[src/rtl/hsv_core_alu_shift_add.sv]
// rtl/hsv_core_alu_shift_add.sv - ALU back end: funnel shift, 33-bit add, result select, writeback stall
//
// Purpose: two-stage pipeline behind the ALU bitwise-setup stage. Stage A
// performs the funnel shift and the 33-bit addition. Stage B selects the
// architectural result and presents it to writeback. While writeback
// back-pressures, stall_o freezes both stages and the setup stage.
//
// Ports:
//   clk_core       core clock
//   rst_core_n     asynchronous active-low reset (clears the valid bits only)
//   flush_req      kills every in-flight op at the next edge
//   valid_i        setup-stage output is valid
//   in_alu_data    op metadata, including out_select
//   in_shift_lo    low half of the 64-bit funnel
//   in_shift_hi    high half of the 64-bit funnel
//   in_shift_count right-shift amount applied to the funnel
//   in_adder_a     33-bit adder operand A
//   in_adder_b     33-bit adder operand B (already negated/flipped by setup)
//   stall_o        freeze request: result valid but writeback not ready
//   ready_i        writeback accepts this cycle
//   valid_o        result valid
//   out_alu_data   pass-through of the op metadata
//   out_result     final ALU result

package hsv_core_pkg;
  typedef logic [31:0] word;
  typedef logic [4:0]  shift;
  typedef logic [32:0] adder_in;

  typedef enum logic [1:0] {
    ALU_OUT_SHIFT = 2'd0,
    ALU_OUT_ADD   = 2'd1,
    ALU_OUT_SLT   = 2'd2
  } alu_out_select_t;

  typedef struct packed {
    alu_out_select_t out_select;
    logic [7:0]      tag;
  } alu_data_t;
endpackage

module hsv_core_alu_shift_add
  import hsv_core_pkg::*;
(
  input  logic      clk_core,
  input  logic      rst_core_n,
  input  logic      flush_req,
  input  logic      valid_i,
  input  alu_data_t in_alu_data,
  input  word       in_shift_lo,
  input  word       in_shift_hi,
  input  shift      in_shift_count,
  input  adder_in   in_adder_a,
  input  adder_in   in_adder_b,
  output logic      stall_o,
  input  logic      ready_i,
  output logic      valid_o,
  output alu_data_t out_alu_data,
  output word       out_result
);

  logic      a_valid;
  alu_data_t a_data;
  word       a_shift;
  adder_in   a_sum;

  word       shift_d;
  word       result_d;

  // Depends only on the output stage and writeback, never on valid_i, so the
  // setup stage can use it without a combinational loop through this block.
  assign stall_o = valid_o & ~ready_i;

  // Only the low word of the 64-bit logical shift is architecturally visible.
  assign shift_d = word'({in_shift_hi, in_shift_lo} >> in_shift_count);

  // Bit 32 of the 33-bit sum is the less-than flag; setup has already encoded
  // signed vs unsigned compare into the operand sign bits.
  always_comb begin
    result_d = 'x;
    case (a_data.out_select)
      ALU_OUT_SHIFT: result_d = a_shift;
      ALU_OUT_ADD:   result_d = a_sum[31:0];
      ALU_OUT_SLT:   result_d = {31'b0, a_sum[32]};
      default:       result_d = 'x;
    endcase
  end

  // Valid bits: flush wins over stall and over a new op.
  always_ff @(posedge clk_core or negedge rst_core_n) begin
    if (!rst_core_n) begin
      a_valid <= 1'b0;
      valid_o <= 1'b0;
    end else if (flush_req) begin
      a_valid <= 1'b0;
      valid_o <= 1'b0;
    end else if (!stall_o) begin
      a_valid <= valid_i;
      valid_o <= a_valid;
    end
  end

  // Data registers carry no reset; their contents only matter under a valid bit.
  always_ff @(posedge clk_core) begin
    if (!stall_o) begin
      a_data       <= in_alu_data;
      a_shift      <= shift_d;
      a_sum        <= in_adder_a + in_adder_b;
      out_alu_data <= a_data;
      out_result   <= result_d;
    end
  end

endmodule

[config.mk]
export PLATFORM = sky130hd
export DESIGN_NAME = hsv_core_alu_shift_add
export DESIGN_NICKNAME = d
export VERILOG_FILES = /design/src/rtl/hsv_core_alu_shift_add.sv
export SDC_FILE = /design/constraint.sdc
export NUM_CORES = 1
export LEC_CHECK = 0
export BUFFER_PORTS_ARGS = -buffer_cell sky130_fd_sc_hd__buf_2
export CAP_MARGIN = 20
export CORE_MARGIN = 3
export CORE_UTILIZATION = 25
export CTS_CLUSTER_DIAMETER = 200
export DETAILED_ROUTE_END_ITERATION = 10
export RECOVER_POWER = 100
export SLEW_MARGIN = 0
export SYNTH_ARGS = -nofsm -noshare
export SYNTH_HDL_FRONTEND = slang
export SYNTH_SLANG_ARGS = --single-unit
[constraint.sdc]
create_clock -name clk_core -period 4.1 [get_ports clk_core]
set_clock_uncertainty 0.15 [all_clocks]
set_input_delay 0.82 -clock clk_core [delete_from_list [all_inputs] [get_ports clk_core]]
set_output_delay 0.82 -clock clk_core [all_outputs]
set_load 0.01 [all_outputs]
==> results of run 1 <==
==> power breakdown <==
part / switching, mW / leakage [nW] / internal, mW / total, mW
logic: 0.586 / 2.70 / 0.395 / 0.981
clock network: 0.523 / 0.263 / 0.946 / 1.47
registers: 0.0693 / 1.27 / 1.59 / 1.66
total: 1.18 / 4.24 / 2.93 / 4.10
==> routing by layer <==
metal / part of all wire, % / vias up / global-route usage, %
li1: - / 3413 / -
met5: 0.053 / - / 0
met3: 5.5 / 18 / 2.512
met4: 0.67 / 2 / 2.371
met1: 46 / 3289 / 18.11
met2: 47 / 198 / 21.87
==> sequential cells by signal, indices dropped and copies added, names as in the netlist <==
| name | count |
|---|---|
| a_sum | 33 |
| a_shift | 32 |
| out_result | 32 |
| a_data | 10 |
| out_alu_data | 10 |
| a_valid | 1 |
| valid_o | 1 |
==> critical path, stage by stage <==
cell	delay, ns
buf_2	0.10
ha_1	0.36
a21oi_1	0.24
o211ai_1	0.22
a31oi_1	0.40
o21ai_4	0.17
a21oi_1	0.49
o311ai_4	0.17
a221oi_1	0.35
xnor2_1	0.11
==> through the flow <==
stage | std cells | setup slack, ns | util [%] | instance area [sq um]
6_report | 1456 | 0.6686 | 30.86 | 10370
3_3_place_gp | 1423 | 0.4329 | 29.54 | 9931
3_5_place_dp | 1423 | 0.4071 | 29.54 | 9931
4_1_cts | 1455 | 0.8421 | 31.29 | 10520
2_1_floorplan | 826 | 0.2840 | - | 8567
5_1_grt | 1455 | 0.4763 | 30.85 | 10370
==> worst max-delay path by stage <==
stage,endpoint,slack (ns)
3_3_place_gp,a_sum[32],0.43
6_report,a_sum[29],0.67
3_5_place_dp,a_sum[28],0.41
5_1_grt,a_sum[29],0.48
4_1_cts,a_sum[32],0.84
2_1_floorplan,a_data[0],0.28
==> layout make-up <==
| cell class | count | area (sq um) |
|---|---|---|
| well taps | 448 | 560.5 |
| repair buffers | 210 | 1018 |
| inverters | 19 | 73.82 |
| diodes | 1 | 2.502 |
| multi-input cells | 627 | 4567 |
| fillers | 3548 | 23240 |
| clock buffers | 18 | 429.2 |
| clock inverters | 14 | 158.9 |
| flip-flops and latches | 119 | 3563 |
==> cell families (layout without fill, tap and decap cells) <==
group	Yosys count	count (layout)	synth area share [%]
simple gates	246	246	12.03
compound gates	214	214	16.90
flops	119	119	41.59
mux	100	100	16.69
buf+inv	80	261	4.309
fa+ha+maj	35	35	5.199
xor+xnor	32	32	3.272
other cells	0	1	0
==> synth_stat cells (all sizes together), types with 2 or more instances <==
| cell | number |
|---|---|
| nand4 | 4 |
| a311oi | 3 |
| nor2b | 7 |
| o311ai | 2 |
| o21a | 2 |
| mux2i | 54 |
| a31oi | 4 |
| mux4 | 33 |
| a311o | 2 |
| a21o | 12 |
| mux2 | 13 |
| and3 | 3 |
| nor3 | 6 |
| o21ai | 65 |
| o21bai | 9 |
| o211ai | 19 |
| xnor2 | 21 |
| a211oi | 6 |
| xor2 | 11 |
| a21boi | 3 |
| clkbuf | 34 |
| edfxtp | 117 |
| nand2 | 152 |
| o31ai | 5 |
| inv | 19 |
| a221oi | 2 |
| nand3 | 19 |
| ha | 34 |
| and2 | 6 |
| dfrtp | 2 |
| a21oi | 57 |
| a22o | 16 |
| buf | 27 |
| nor2 | 45 |
==> placed cells by master, fill, tap and decap left out, types with 4 or more instances in the layout <==
cell	synthesis	final
a211oi_1	5	6
a21o_1	11	11
a21oi_1	53	56
a22o_1	16	16
a31oi_1	3	4
and2_1	6	6
buf_2	13	147
buf_4	5	12
clkbuf_1	33	51
clkbuf_16	0	17
clkinvlp_4	0	7
edfxtp_1	117	117
ha_1	34	34
inv_1	19	18
mux2_2	12	12
mux2i_1	54	54
mux4_2	33	33
nand2_1	151	151
nand3_1	19	19
nand4_1	4	4
nor2_1	45	45
nor2b_1	7	6
nor3_1	5	5
o211ai_1	18	19
o21ai_0	60	63
o21bai_1	9	9
o31ai_1	4	5
xnor2_1	21	21
xor2_1	11	11
==> flow_metrics.py, run 1 <==
metrics = {
    "outcome": {
        "status": "complete, but fails checks",
        "violations": "max-capacitance violations, max-slew violations",
    },
    "global_routing": {
        "grt_pass1_wl_microns": 37630,
        "grt_max_degree": 68,
        "grt_pass1_vias": 6705,
        "antenna_found_initial": 2,
        "grt_overflow_total": 0,
        "track_usage_pct": 13.18,
    },
    "routing": {
        "drc": 0,
        "drtIter0Drc": 398,
        "wl_per_cell_microns": 16.92,
        "vias": 6920,
        "ant_nets": 0,
        "firstDrtPassIters": 5,
        "via_per_inst": 4.753,
        "totalWireLength_microns": 24640,
    },
    "clocking": {
        "cts_tree": "built",
        "cts-htree-levels": 4,
        "cts_resized": 0,
        "clkLatencyLatePin_ns": 0.41,
        "cts-root-buf": "clkbuf_16",
        "post_cts_buffers": 0,
        "cts_buffers": 17,
        "clock_sinks": 119,
        "path_clk_slew_ns": 0.06,
        "cts_hold_buf": 0,
        "cts_buffer_depth": 2,
    },
    "timing": {
        "hold_viol_final": 0,
        "min_period_ns": 3.431,
        "fin_crit_sh_pct": 83.69,
        "maxSlewViolCount": 85,
        "slew_headroom_pct": -32.60,
        "rsz0062_at_grt": "no",
        "setup_viol": 0,
        "worstMarginPinSlew_ns": 1.989,
        "timing.hold.ws_ns": 0.03741,
        "setup_tns_ns": 0,
        "fmax_mhz": 291.4,
    },
    "worst_setup_path": {
        "cp.arrival_ns": 3.44,
        "cp-startpoint": "in_adder_a[4]",
        "r2r-end": "a_shift[5]",
        "reg2reg_from": "valid_o",
        "r2r_cells": 3,
        "cp-end-kind": "register",
        "r2r_slack_ns": 0.94,
        "worstSetupPathType": "input pin to register",
        "crit_path_start_kind": "input pin",
        "required_ns": 4.11,
        "cp_max_fo": 5,
    },
    "yosys": {
        "synth_edf_count": 117,
        "ys_types": 64,
        "synth_area_sq_um": 8567,
        "yosys_register_bits": 119,
        "synth_warnings": 0,
        "yosysTopAreaCell": "edfxtp_1",
        "synth_cells": 826,
        "post-synth-top-area-fraction_pct": 41.01,
        "synthArstFlopShare_pct": 1.681,
        "avgSynthCellArea_sq_um": 10.37,
        "synth_seq_area_share_pct": 41.59,
        "ys_top_cells_by_area": "edfxtp_1, mux4_2, nand2_1",
        "syn_nets": 1011,
        "synthFlopType": "edfxtp_1",
    },
    "die": {
        "die_w_microns": 191.1,
        "start_util_pct": 25.48,
        "core_area_sq_um": 33620,
        "die_height_microns": 191.1,
        "dieArea_sq_um": 36520,
        "io_pins": 194,
        "placementRows": 67,
    },
    "placed_design": {
        "dp.final_hpwl_microns": 19590,
        "place.gp.congestion": 0.8621,
        "io_buffers": 192,
    },
    "worst_hold_path": {
        "min_path_type": "input pin to async pin",
    },
    "pwr": {
        "power_mw": 4.104,
        "p_per_area_nw_per_um2": 395.6,
        "p_leak_nw": 4.241,
        "vdd_drop_max_mv": 0.3253,
    },
    "finish": {
        "drive_gt1_share_pct": 24.13,
        "syn_to_final_growth_pct": 21.09,
        "nets": 1179,
    },
    "job": {
        "maxCapViolations": 2,
    },
}
Note: power is estimated with default switching activity, not from simulation.
==> run 2: changes to the inputs <==
clock period = 3.1 ns   (was 4.1 ns; I/O delays follow)
==> flow_metrics.py, run 2 (synthesis results as in run 1) <==
metrics = {
    "worst_setup_path": {
        "cp-end-kind": "register",
        "cp_max_fo": 5,
        "reg2reg_from": "a_data[9]",
        "required_ns": 3.11,
        "cp.arrival_ns": 2.97,
        "crit_path_start_kind": "input pin",
        "worstSetupPathType": "input pin to register",
        "r2r_cells": 6,
        "r2r-end": "out_result[13]",
        "r2r_slack_ns": 0.60,
    },
    "timing": {
        "slew_headroom_pct": -6.949,
        "worstMarginPinSlew_ns": 1.604,
        "timing.hold.ws_ns": 0.2331,
        "rsz0062_at_grt": "no",
        "fin_crit_sh_pct": 95.60,
        "maxSlewViolCount": 118,
        "setup_viol": 0,
        "min_period_ns": 2.964,
        "fmax_mhz": 337.4,
        "hold_viol_final": 0,
        "fin_ws_ns": 0.1363,
    },
    "finish": {
        "fin_cells": 1486,
        "drive_gt1_share_pct": 27.03,
        "largest_reg_flops": 33,
        "regMostFlops": "a_sum",
        "syn_to_final_growth_pct": 24.48,
        "reg_top3": "a_sum x33, a_shift x32, out_result x32",
        "fillers": 3494,
        "nets": 1208,
        "layout_commonest_cell": "nand2_1",
        "mostFrequentLayoutCells": "nand2_1, buf_2, edfxtp_1, o21ai_0",
    },
    "die": {
        "start_util_pct": 25.48,
        "io_pins": 194,
        "die_w_microns": 191.1,
        "die_height_microns": 191.1,
        "core_area_sq_um": 33620,
        "dieArea_sq_um": 36520,
        "placementRows": 67,
    },
    "pwr": {
        "netSwitchingFraction_pct": 29.39,
        "p_clk_share_pct": 34.9,
        "p_int_mw": 3.854,
        "p_switching_mw": 1.604,
        "p_per_area_nw_per_um2": 511.9,
        "p_seq_share_pct": 40.4,
        "vdd_drop_max_mv": 0.3802,
        "power.share.combinational_pct": 24.7,
        "p_leak_nw": 4.409,
        "power_mw": 5.458,
    },
    "placed_design": {
        "dp.final_hpwl_microns": 19810,
        "dp.cells": 1451,
        "place.gp.congestion": 0.9006,
        "io_buffers": 192,
        "post-place-ws_ns": -0.3294,
    },
    "routing": {
        "drtIter0Drc": 500,
        "via_per_inst": 4.789,
        "totalWireLength_microns": 25060,
        "drc": 0,
        "ant_nets": 0,
        "vias": 7116,
        "wl_per_cell_microns": 16.86,
        "firstDrtPassIters": 5,
    },
    "global_routing": {
        "track_usage_pct": 13.35,
        "grt_overflow_total": 0,
        "grt_pass1_vias": 6883,
        "grt_max_degree": 118,
        "antenna_found_initial": 2,
        "grt_pass1_wl_microns": 38070,
    },
    "clocking": {
        "cts-root-buf": "clkbuf_16",
        "path_clk_slew_ns": 0.06,
        "cts_buffers": 17,
        "clkLatencyLatePin_ns": 0.41,
        "cts_buffer_depth": 2,
        "cts_tree": "built",
        "post_cts_buffers": 0,
        "clock_sinks": 119,
        "cts-htree-levels": 4,
    },
    "job": {
        "maxCapViolations": 1,
    },
    "worst_hold_path": {
        "whs_path_depth": 2,
        "worstHoldStart": "flush_req",
        "min_path_type": "input pin to register",
        "holdPathEnd": "a_valid",
    },
    "outcome": {
        "violations": "max-capacitance violations, max-slew violations",
        "status": "complete, but fails checks",
    },
}
run 2: cell types whose count changed in the layout (fill, tap and decap cells not counted), moves of 3 or more:
| cell | previous run | this run |
|---|---|---|
| clkinv_1 | 3 | 0 |
| buf_4 | 12 | 30 |
| clkbuf_4 | 0 | 7 |
| buf_12 | 0 | 4 |
| inv_6 | 0 | 3 |
| clkbuf_1 | 51 | 48 |
run 2: timing repair:
| item | CTS | global route |
|---|---|---|
| setup endpoints to repair | 0 | 1 |
| hold buffers | 1 | 0 |
| gates resized for setup | 0 | 0 |
| endpoints found under the hold margin | 2 | 0 |
run 2: layout make-up:
cell class	count	area, sq um	share of cell area [%]
tap	448	560.5	5.256
clock inverter	14	150.1	1.408
sequential	119	3563	33.42
multi-input combinational	627	4586	43.00
inverter	19	75.07	0.7040
clock buffer	18	429.2	4.024
antenna	2	5.005	0.04693
timing repair buffer	239	1295	12.14
run 2: stage by stage:
stage | setup TNS, ns | utilization (%) | cell area [sq um]
after floorplan | 0 | - | 8578
after global placement | -1.441 | 30.41 | 10220
after detailed placement | -1.973 | 30.41 | 10220
after CTS | 0 | 32.16 | 10810
after global routing | 0 | 31.71 | 10660
final | 0 | 31.72 | 10660
run 2: worst max-delay path by stage:
stage,start,to,slack [ns]
global placement,in_adder_a[0],a_sum[28],-0.27
CTS,in_adder_a[0],a_sum[28],0.11
detailed placement,in_adder_a[0],a_sum[28],-0.33
floorplan,ready_i,a_data[0],0.001
global route,in_adder_a[4],a_sum[31],0.01
finish,in_adder_a[4],a_sum[31],0.14
run 2: layer usage:
layer	vias up	share of wire, %	wire (microns)	GRT usage, %
met5	-	0	0	0
met4	0	1.0	263	2.625
met3	20	5.0	1256	2.402
met2	203	46	11610	22.12
met1	3422	48	11930	18.36
li1	3471	-	-	-
run 2: power groups by stage:
stage               combinational (mW)  sequential, mW  clock, mW
finish                            1.35            2.20       1.90
global route                      1.49            2.23       2.01
CTS                               1.40            2.21       1.95
detailed placement                1.39            2.24          0
global placement                  1.38            2.23          0
floorplan                        0.825            2.23          0
run 2: worst max-delay path, stage by stage:
cell      delay, ns
buf_2          0.10
ha_1           0.37
nand3_1        0.11
o211ai_1       0.27
a31oi_1        0.17
o21ai_0        0.36
buf_12         0.18
a21oi_4        0.08
o31ai_1        0.37
a41oi_1        0.19
xnor2_1        0.16
